**config.mk**
```make
export PLATFORM = sky130hd
export DESIGN_NAME = seg7_scan_ctrl_flat
export DESIGN_NICKNAME = d
export VERILOG_FILES = /design/src/rtl/seg7_pkg.sv /design/src/rtl/seg7_scan_ctrl_if.sv /design/src/rtl/bcd2seg.sv /design/src/rtl/seg7_scan_ctrl.sv /design/src/flat_wrapper.sv
export SDC_FILE = /design/constraint.sdc
export NUM_CORES = 1
export LEC_CHECK = 0
export CAP_MARGIN = 30
export CORE_MARGIN = 2
export CORE_UTILIZATION = 35
export DETAILED_ROUTE_END_ITERATION = 7
export HOLD_SLACK_MARGIN = 0.05
export PLACE_DENSITY_LB_ADDON = 0.1
export SLEW_MARGIN = 20
export SYNTH_ARGS = -nofsm -noshare
export SYNTH_HDL_FRONTEND = slang
export SYNTH_SLANG_ARGS = --single-unit
```
**constraint.sdc**
```tcl
create_clock -name clk -period 4 [get_ports clk]
set_clock_uncertainty 0.05 [all_clocks]
set_input_delay 0.4 -clock clk [delete_from_list [all_inputs] [get_ports clk]]
set_output_delay 0.4 -clock clk [all_outputs]
set_load 0.05 [all_outputs]
```
**src/rtl/seg7_pkg.sv**
```systemverilog
// Shared types and constants for the 4-digit seven-segment scan controller.
// The leading-zero helper exists only when SEG7_LZB_EN is defined.
package seg7_pkg;

  typedef logic [1:0] idx_t;

  localparam logic [6:0] SEG_BLANK = 7'b0000000;
  localparam logic [3:0] AN_OFF    = 4'b1111;
  localparam idx_t       IDX_LAST  = 2'd3;
  localparam logic [3:0] BCD_MAX   = 4'd9;

  // Active-low one-cold anode pattern for a digit index.
  function automatic logic [3:0] an_select(input idx_t idx);
    return ~(4'b0001 << idx);
  endfunction

`ifdef SEG7_LZB_EN
  // A slot is dark when it and every more-significant digit are zero.
  // Digit 0 always lights so a value of zero still shows "0".
  function automatic logic lzb_dark(input logic [15:0] value, input idx_t idx);
    logic dark;
    dark = 1'b0;
    case (idx)
      2'd3:    dark = (value[15:12] == 4'd0);
      2'd2:    dark = (value[15:8]  == 8'd0);
      2'd1:    dark = (value[15:4]  == 12'd0);
      default: dark = 1'b0;
    endcase
    return dark;
  endfunction
`endif

endpackage

```
**src/rtl/seg7_scan_ctrl_if.sv**
```systemverilog
// Load handshake between a BCD value source and the scan controller.
interface seg7_scan_ctrl_if;

  logic        load_valid;
  logic [15:0] load_data;
  logic        load_ready;

  modport master (
    output load_valid,
    output load_data,
    input  load_ready
  );

  modport slave (
    input  load_valid,
    input  load_data,
    output load_ready
  );

endinterface

```
**src/rtl/bcd2seg.sv**
```systemverilog
// Combinational BCD to seven-segment decoder, {a,b,c,d,e,f,g}, active-high.
// Non-BCD codes show a dash; callers that want them dark must mask.
module bcd2seg (
  input  logic [3:0] bcd,
  output logic [6:0] seg
);

  always_comb begin
    seg = 7'b0000001;
    case (bcd)
      4'd0: seg = 7'b1111110;
      4'd1: seg = 7'b0110000;
      4'd2: seg = 7'b1101101;
      4'd3: seg = 7'b1111001;
      4'd4: seg = 7'b0110011;
      4'd5: seg = 7'b1011011;
      4'd6: seg = 7'b1011111;
      4'd7: seg = 7'b1110000;
      4'd8: seg = 7'b1111111;
      4'd9: seg = 7'b1111011;
      default: seg = 7'b0000001;
    endcase
  end

endmodule

```
**src/rtl/seg7_scan_ctrl.sv**
```systemverilog
// Time-multiplexed 4-digit seven-segment driver with a frame-synchronous
// shadow load. Define SEG7_LZB_EN to compile in leading-zero blanking.
module seg7_scan_ctrl
  import seg7_pkg::*;
#(
  parameter int unsigned CLK_DIV = 50000
) (
  input  logic                   clk,
  input  logic                   rst_n,
  seg7_scan_ctrl_if.slave        load_if,
  input  logic                   disp_en,
  output logic [3:0]             an_n,
  output logic [6:0]             seg_7
);

  localparam int unsigned PW = (CLK_DIV > 2) ? $clog2(CLK_DIV) : 1;
  localparam logic [PW-1:0] PRESC_LAST = PW'(CLK_DIV - 1);

  logic [PW-1:0] presc_q,  presc_d;
  idx_t          idx_q,    idx_d;
  logic [15:0]   disp_q,   disp_d;
  logic [15:0]   shadow_q, shadow_d;
  logic          pend_q,   pend_d;
  logic [3:0]    an_n_q,   an_n_d;
  logic [6:0]    seg_q,    seg_d;

  logic          slot_tick;
  logic          frame_tick;
  logic          xfer;
  logic          lz_dark;
  logic [3:0]    digit_sel;
  logic [6:0]    dec_seg;
  logic [3:0]    digit_w [4];

  for (genvar gi = 0; gi < 4; gi++) begin : g_digit
    assign digit_w[gi] = disp_q[4*gi +: 4];
  end

  assign slot_tick  = (presc_q == PRESC_LAST);
  assign frame_tick = slot_tick && (idx_q == IDX_LAST);
  assign xfer       = load_if.load_valid && !pend_q;
  assign digit_sel  = digit_w[idx_q];

  assign load_if.load_ready = ~pend_q;

`ifdef SEG7_LZB_EN
  assign lz_dark = lzb_dark(disp_q, idx_q);
`else
  assign lz_dark = 1'b0;
`endif

  bcd2seg u_bcd2seg (
    .bcd (digit_sel),
    .seg (dec_seg)
  );

  always_comb begin
    presc_d  = slot_tick ? '0 : presc_q + 1'b1;
    idx_d    = slot_tick ? idx_t'(idx_q + 2'd1) : idx_q;
    disp_d   = disp_q;
    shadow_d = shadow_q;
    pend_d   = pend_q;
    an_n_d   = AN_OFF;
    seg_d    = SEG_BLANK;

    // Only a whole frame ever shows one value; new data waits for the wrap.
    if (frame_tick && pend_q) begin
      disp_d = shadow_q;
      pend_d = 1'b0;
    end

    // Cannot collide with the apply above: a transfer needs pend_q low.
    if (xfer) begin
      shadow_d = load_if.load_data;
      pend_d   = 1'b1;
    end

    if (disp_en && !lz_dark) begin
      an_n_d = an_select(idx_q);
      if (digit_sel <= BCD_MAX) begin
        seg_d = dec_seg;
      end
    end
  end

  always_ff @(posedge clk) begin
    if (!rst_n) begin
      presc_q  <= '0;
      idx_q    <= '0;
      disp_q   <= '0;
      shadow_q <= '0;
      pend_q   <= 1'b0;
      an_n_q   <= AN_OFF;
      seg_q    <= SEG_BLANK;
    end else begin
      presc_q  <= presc_d;
      idx_q    <= idx_d;
      disp_q   <= disp_d;
      shadow_q <= shadow_d;
      pend_q   <= pend_d;
      an_n_q   <= an_n_d;
      seg_q    <= seg_d;
    end
  end

  assign an_n  = an_n_q;
  assign seg_7 = seg_q;

endmodule
```
**src/flat_wrapper.sv**
```systemverilog
// flat-port wrapper written by rule: the top's interface ports become plain ports
module seg7_scan_ctrl_flat import seg7_pkg::*;
#(
  parameter int unsigned CLK_DIV = 50000
)
  (clk, rst_n, disp_en, an_n, seg_7, load_if_load_valid, load_if_load_data, load_if_load_ready);
  seg7_scan_ctrl_if load_if_i ();
  input  logic clk;
  input  logic rst_n;
  input  logic disp_en;
  output logic [3:0] an_n;
  output logic [6:0] seg_7;
  input wire logic [$bits(load_if_i.load_valid)-1:0] load_if_load_valid;
  input wire logic [$bits(load_if_i.load_data)-1:0] load_if_load_data;
  output wire logic [$bits(load_if_i.load_ready)-1:0] load_if_load_ready;
  assign load_if_i.load_valid = load_if_load_valid;
  assign load_if_i.load_data = load_if_load_data;
  assign load_if_load_ready = load_if_i.load_ready;
  seg7_scan_ctrl #(.CLK_DIV(CLK_DIV)) u_core (.clk(clk), .rst_n(rst_n), .load_if(load_if_i), .disp_en(disp_en), .an_n(an_n), .seg_7(seg_7));
endmodule
```
==> After elaboration in Yosys (flattened, before gate mapping) <==
Memories as Yosys holds them, arrays and structs flattened. A register that Yosys moved wholly into a read port is not among the register bits.
Index checks and enable logic that the tools add are counted.
{ "word_totals": {"ff_bits": 55, "mem_count": 1, "rom_bits": 112, "inputBits": 20} }
{ "memory_table": {"columns": ["name", "words", "word_bits", "rd", "rd_clocked_by_memory_dff", "wr", "line_no", "source"], "rows": [
  ["(no name shown)", 16, 7, 1, 1, 0, "bcd2seg.sv:10", "case (bcd)"]
]} }
{ "op_classes": {"n_bitwise": 4, "mux": 5, "n_eq_ne": 2, "magnitude_cmp": 2, "n_addsub": 2, "shift": 1, "reduce_logical": 9} }
{ "ops": {"columns": ["operator", "count"], "rows": [
  ["16-bit by 1-bit adder with 16-bit output, second input constant", 1],
  ["16-bit equality test, second input constant", 1],
  ["4-bit binary-select mux with 2-bit select", 1],
  ["4-bit 2-to-1 mux", 2],
  ["4-bit less-or-equal comparator, second input constant", 1],
  ["4-bit inverter", 1],
  ["1-bit by 2-bit left shift with 4-bit output, first input constant", 1],
  ["3-bit >= comparator, second input constant", 1],
  ["1-bit logical AND", 3],
  ["2-bit inverter with 3-bit output", 1],
  ["3-bit AND reduction", 1],
  ["2-bit by 1-bit adder with 2-bit output, second input constant", 1],
  ["2-bit equality test, second input constant", 1],
  ["1-bit zero test", 2],
  ["1-bit 2-to-1 mux", 2],
  ["1-bit inverter", 2],
  ["2-bit AND reduction", 1],
  ["2-bit nonzero test", 1],
  ["2-bit OR reduction", 1]
]} }

==> Depth between registers and ports, before layout <==
{ "depth": {"word_depth": 7, "mapped_depth": 8} }

==> Cells and area by module <==
Synthesis repeated with hierarchy kept, for this count alone.
{ "unflattened": {"cells_unflattened": 306, "area_unflattened_um2": 2730.1} }
{ "modules_own_cells": {"columns": ["mod", "area_per_inst_um2", "cells_per_inst", "instances"], "rows": [
  ["seg7_scan_ctrl", 2502.4, 277, 1],
  ["bcd2seg", 227.7, 29, 1]
]} }

==> Worst setup path after synthesis <==
OpenSTA, ideal clock, no wires.
{ "synth_timing": {"kind": "flip-flop to flip-flop", "startpoint": "register u_core.presc_q[5]", "endpoint": "register u_core.disp_q[10]", "path_stages_with_launch": 7, "path_slack_ps": 1848, "arrival_time_ps": 2031, "n_path_buf": 2, "cell_sequence": "dfxtp_1 or4_1 or4_4 nor3_2 buf_6 buf_12 mux2i_1"} }
{ "synth_via": {"elab_chain_cells": 3} }
{ "synth_rtl": {"columns": ["element", "line_no", "source"], "rows": [
  ["from (decl)", "seg7_scan_ctrl.sv:19", "logic [PW-1:0] presc_q, presc_d;"],
  ["from (signal assigned)", "seg7_scan_ctrl.sv:96", "presc_q <= presc_d;"],
  ["16-bit equality test", "seg7_scan_ctrl.sv:39", "assign slot_tick = (presc_q == PRESC_LAST);"],
  ["1-bit logical AND", "seg7_scan_ctrl.sv:40", "assign frame_tick = slot_tick && (idx_q == IDX_LAST);"],
  ["1-bit logical AND", "seg7_scan_ctrl.sv:67", "if (frame_tick && pend_q) begin"],
  ["to (signal assigned)", "seg7_scan_ctrl.sv:98", "disp_q <= disp_d;"],
  ["to (decl)", "seg7_scan_ctrl.sv:21", "logic [15:0] disp_q, disp_d;"]
]} }
No other way between the ends.
A chain may end at the register's enable or synchronous reset.

==> Worst setup path after layout <==
{ "layout_timing": {"startpoint": "register u_core.presc_q[5]", "endpoint": "register u_core.presc_q[7]"} }
{ "layout_via": {"elab_chain_cells": 2} }
{ "layout_rtl": {"columns": ["element"], "rows": [
  ["branches (longest 2 deep; another with 16-bit by 1-bit adder with 16-bit output)"]
]} }
Parallel ways; which one is timed is not known.

==> flow_results.org <==
** Status
- Outcome :: finished clean

** Worst setup path
- Register-to-register path setup slack :: between 1.5 and 2 ns
- Crit path kind :: flop to flop
- The worst setup path is captured at a flop.
- Critical path data arrival time :: approximately 2.4 ns
- Required @ worst endpoint :: 4.14 ns
- The worst setup path is launched from a flop.
- In this run the worst path has a maximum fanout of 16.

** Pwr
- The design draws 1.28 mW.
- Across the VDD grid, the largest voltage drop is ~0.16 mV.
- In this run the static leakage power is 1.11 nW.
- Power density over cell area :: ~390 nW/um^2

** Timing
- Least-Margin Pin Slew :: just under 0.7 ns
- Post-Route Setup TNS :: 0 ns
- The worst pin sits at a relative slew slack of 0.549.
- Based on the critical path, the design can be clocked at up to 438 MHz.
- The total count of hold-check failures in the final report is 0.
- The clock period could shrink to 2.28 ns.
- Setup repair after global routing missed its margin :: no
- Portion of the clock cycle consumed by the worst path in the final layout :: 0.571
- Setup violations remaining at the end of the flow were counted as 0.
- Number of slew-limit violations in the final report :: 0

** Synth
- Area share of fa/ha/maj cells after synthesis :: 0.0511
- Library cell with the largest summed area after synthesis :: sky130_fd_sc_hd__dfxtp_1
- For this run, the number of Yosys warnings is 0.
- The share of the Yosys chip area taken by registers is 0.461.
- In this run the mean area of a mapped cell was approximately 8.9 um^2.
- Register bit total from synthesis :: just over 60
- Yosys attributes the largest share of cell area to sky130_fd_sc_hd__dfxtp_1 (46%), sky130_fd_sc_hd__nand2_1 (11%), sky130_fd_sc_hd__mux2i_1 (5.9%).
- Synthesis produced between 300 and 400 cells.
- Xor/xnor share of the synthesized area :: 0.0423
- Mux cell area share after synthesis :: 0.0929
- Share of the synthesized area in the top cell type :: 0.461
- Share of synthesized cell area in and, or, nand and nor gates :: 0.219
- The synthesized netlist contains 34 unique library cells.
- Synthesized net count :: approximately 330
- Cell Area, Synth :: between 2000 and 3000 um^2
- The post-synthesis compound-gate area fraction was 0.0883.
- Dominant combinational cell family by area after synthesis :: simple AND/OR/NAND/NOR gates

** Layout
- Once layout is complete, the utilization of the core stands at 0.443.
- After filler insertion, the fill cell instance count of the layout stands at about 740.
- The number of antenna diodes in the final layout is 0.
- Area used by multi-input combinational logic :: roughly 1300 um^2
- Compared with the post-synthesis result, the final layout area differs by 21.2%.
- Net count reported at finish :: ~360
- Of the cells placed in the final design, the portion with a size suffix greater than 1 is 0.0801.
- The sequential cells in the finished layout cover a total of between 1000 and 1500 um^2.

** Floorplan
- 32 I/O pins were placed.
- In this run the vertical extent of the chip is around 92 um.
- For this configuration, the core starts out at a cell density of 0.365.
- Std-Cell Rows :: 31
- Horizontal die dimension :: between 90 and 100 um
- The die covers approximately 8400 um^2.
- The floorplan step defined a core boundary enclosing around 7400 um^2.

** Detailed routing
- The final layout contains routed wiring with a total length of between 5 and 6 mm.
- The detail route stage leaves a number of antenna-violating nets equal to 0.
- Number of vias per cell after detailed routing :: 4.53
- Number of optimization iterations in the first detailed-route pass :: 4
- Across all layers, the routed design uses between 1500 and 2000 vias.
- Dividing the detail-routed wire length by the instance count gives around 12 um.
- The detailed router finished its first iteration with 96 violations.
- After detailed routing, the number of remaining DRC violations is 0.

** GRT
- The number of global-route vias before repair was roughly 1900.
- Antenna violations before repair :: 0
- Entering global routing, the biggest net connects between 50 and 60 pins.
- The first global-routing pass estimated ~9 mm of wire.
- Across every metal layer, demand over resource in global routing totals 0.131.
- For this run the aggregate overflow at the end of global routing stands at 0.

** Run
- Across the run, the number of max-cap violations was 0.

** Clocking
- Cell at the root of the clock tree :: sky130_fd_sc_hd__clkbuf_8
- The H-tree was split into 3 levels.
- After clock tree synthesis, the setup repair step added 0 buffers.
- TritonCTS built the clock tree.
- After clock tree synthesis, the clock-pin slew on the worst setup and hold paths is around 0.070 ns.
- The clock passes through at most 2 buffers.
- Number of sinks handled by clock tree synthesis :: 62
- Clock latency on the worst-skew pair :: roughly 0.33 ns
- Post-CTS repair changed the size of 0 cells.
- For this design, the CTS-stage hold fixing added 0 buffers.
- Buffers inserted during clock tree synthesis total 9.

** Placed design
- Sum of net half-perimeters after detailed placement :: 3.39 mm
- At the end of routability-driven placement, the weighted congestion stood at approximately 0.76.
- Port buffering added 31 buffers.

** Worst hold path
- The path class of the tightest hold or removal check is flop to flop.
-- Yosys cell counts (all sizes together) --
cell type	instances
a21boi	18
a21o	1
a21oi	5
and2	1
buf	3
clkbuf	12
dfxtp	62
ha	11
inv	11
mux2i	16
mux4	4
nand2	78
nand2b	2
nand3	9
nand3b	1
nand4	2
nor2	25
nor2b	2
nor3	6
nor4	4
o21ai	8
o2bb2ai	1
o32ai	2
or2	1
or3	2
or3b	1
or4	2
xnor2	11
xor2	2
-- where the power goes --
part / switching, mW / leakage (nW) / internal [mW]
registers: 0.00902 / 0.505 / 0.634
logic: 0.0480 / 0.503 / 0.0371
clock network: 0.231 / 0.106 / 0.319
total: 0.288 / 1.11 / 0.989
-- registers in the layout (all words and copies together) (netlist names) --
signal	cells
u_core.disp_q	16
u_core.presc_q	16
u_core.shadow_q	16
u_core.seg_7	7
u_core.an_n	4
u_core.idx_q	2
u_core.pend_q	1
-- per-stage QoR --
step / hold WS [ns] / instances / area (um^2) / worst slack (ns)
finish: 0.405 / 436 / 3260 / 1.72
global route: 0.433 / 436 / 3260 / 1.53
CTS: 0.411 / 436 / 3260 / 1.70
detailed placement: 0.397 / 420 / 3060 / 1.70
global placement: 0.393 / 420 / 3060 / 1.71
floorplan: 0.382 / 303 / 2690 / 1.85
-- final timing paths --
kind                            end              start  cells past startpoint
setup reg to reg  u_core.presc_q[7]  u_core.presc_q[5]                      4
hold reg to reg    u_core.disp_q[7]   u_core.disp_q[7]                      2
setup / recovery  u_core.presc_q[7]  u_core.presc_q[5]                      4
hold / removal     u_core.disp_q[7]   u_core.disp_q[7]                      2
-- critical path, cell delays in order (launching register included) --
cell	delay [ns]
sky130_fd_sc_hd__dfxtp_1	0.34
sky130_fd_sc_hd__or4_1	0.54
sky130_fd_sc_hd__or4_4	0.55
sky130_fd_sc_hd__o21ai_2	0.55
sky130_fd_sc_hd__nor2_1	0.11
-- layout make-up --
| type | count | share of cell area |
|---|---|---|
| clock buffer | 12 | 0.0475 |
| clock inverter | 4 | 0.0138 |
| inverter | 11 | 0.0127 |
| multi-input combinational | 215 | 0.408 |
| sequential | 62 | 0.380 |
| tap | 99 | 0.0380 |
| timing repair buffer | 33 | 0.0997 |
-- cell families (layout without fill, tap and decap cells) --
family / Yosys count / in the layout
DFF: 62 / 62
AOI/OAI and AO/OA: 35 / 35
buffers and inverters: 26 / 60
muxes: 20 / 20
adders and majority gates: 11 / 11
xor gates and xnor gates: 13 / 13
and+or+nand+nor: 136 / 136
-- placed cells by master (no fill, tap or decap), types with 5 or more instances in the layout --
cell and n:
sky130_fd_sc_hd__dfxtp_1 62, sky130_fd_sc_hd__nor2_1 25, sky130_fd_sc_hd__nand2_1 78, sky130_fd_sc_hd__inv_1 11, sky130_fd_sc_hd__o21ai_0 7, sky130_fd_sc_hd__clkbuf_8 11
sky130_fd_sc_hd__mux2i_1 16, sky130_fd_sc_hd__ha_1 11, sky130_fd_sc_hd__nor3_1 5, sky130_fd_sc_hd__a21boi_0 18, sky130_fd_sc_hd__xnor2_1 11, sky130_fd_sc_hd__a21oi_1 5
sky130_fd_sc_hd__nand3_1 9, sky130_fd_sc_hd__clkdlybuf4s50_1 31
-- layer usage --
metal	global-route usage	part of all wire	vias to the layer above
li1	-	-	1060
met1	0.189	0.56	873
met2	0.175	0.39	39
met3	0.0312	0.036	5
met4	0.0746	0.013	0
met5	0	0	-
(Power assumes the default switching activity.)
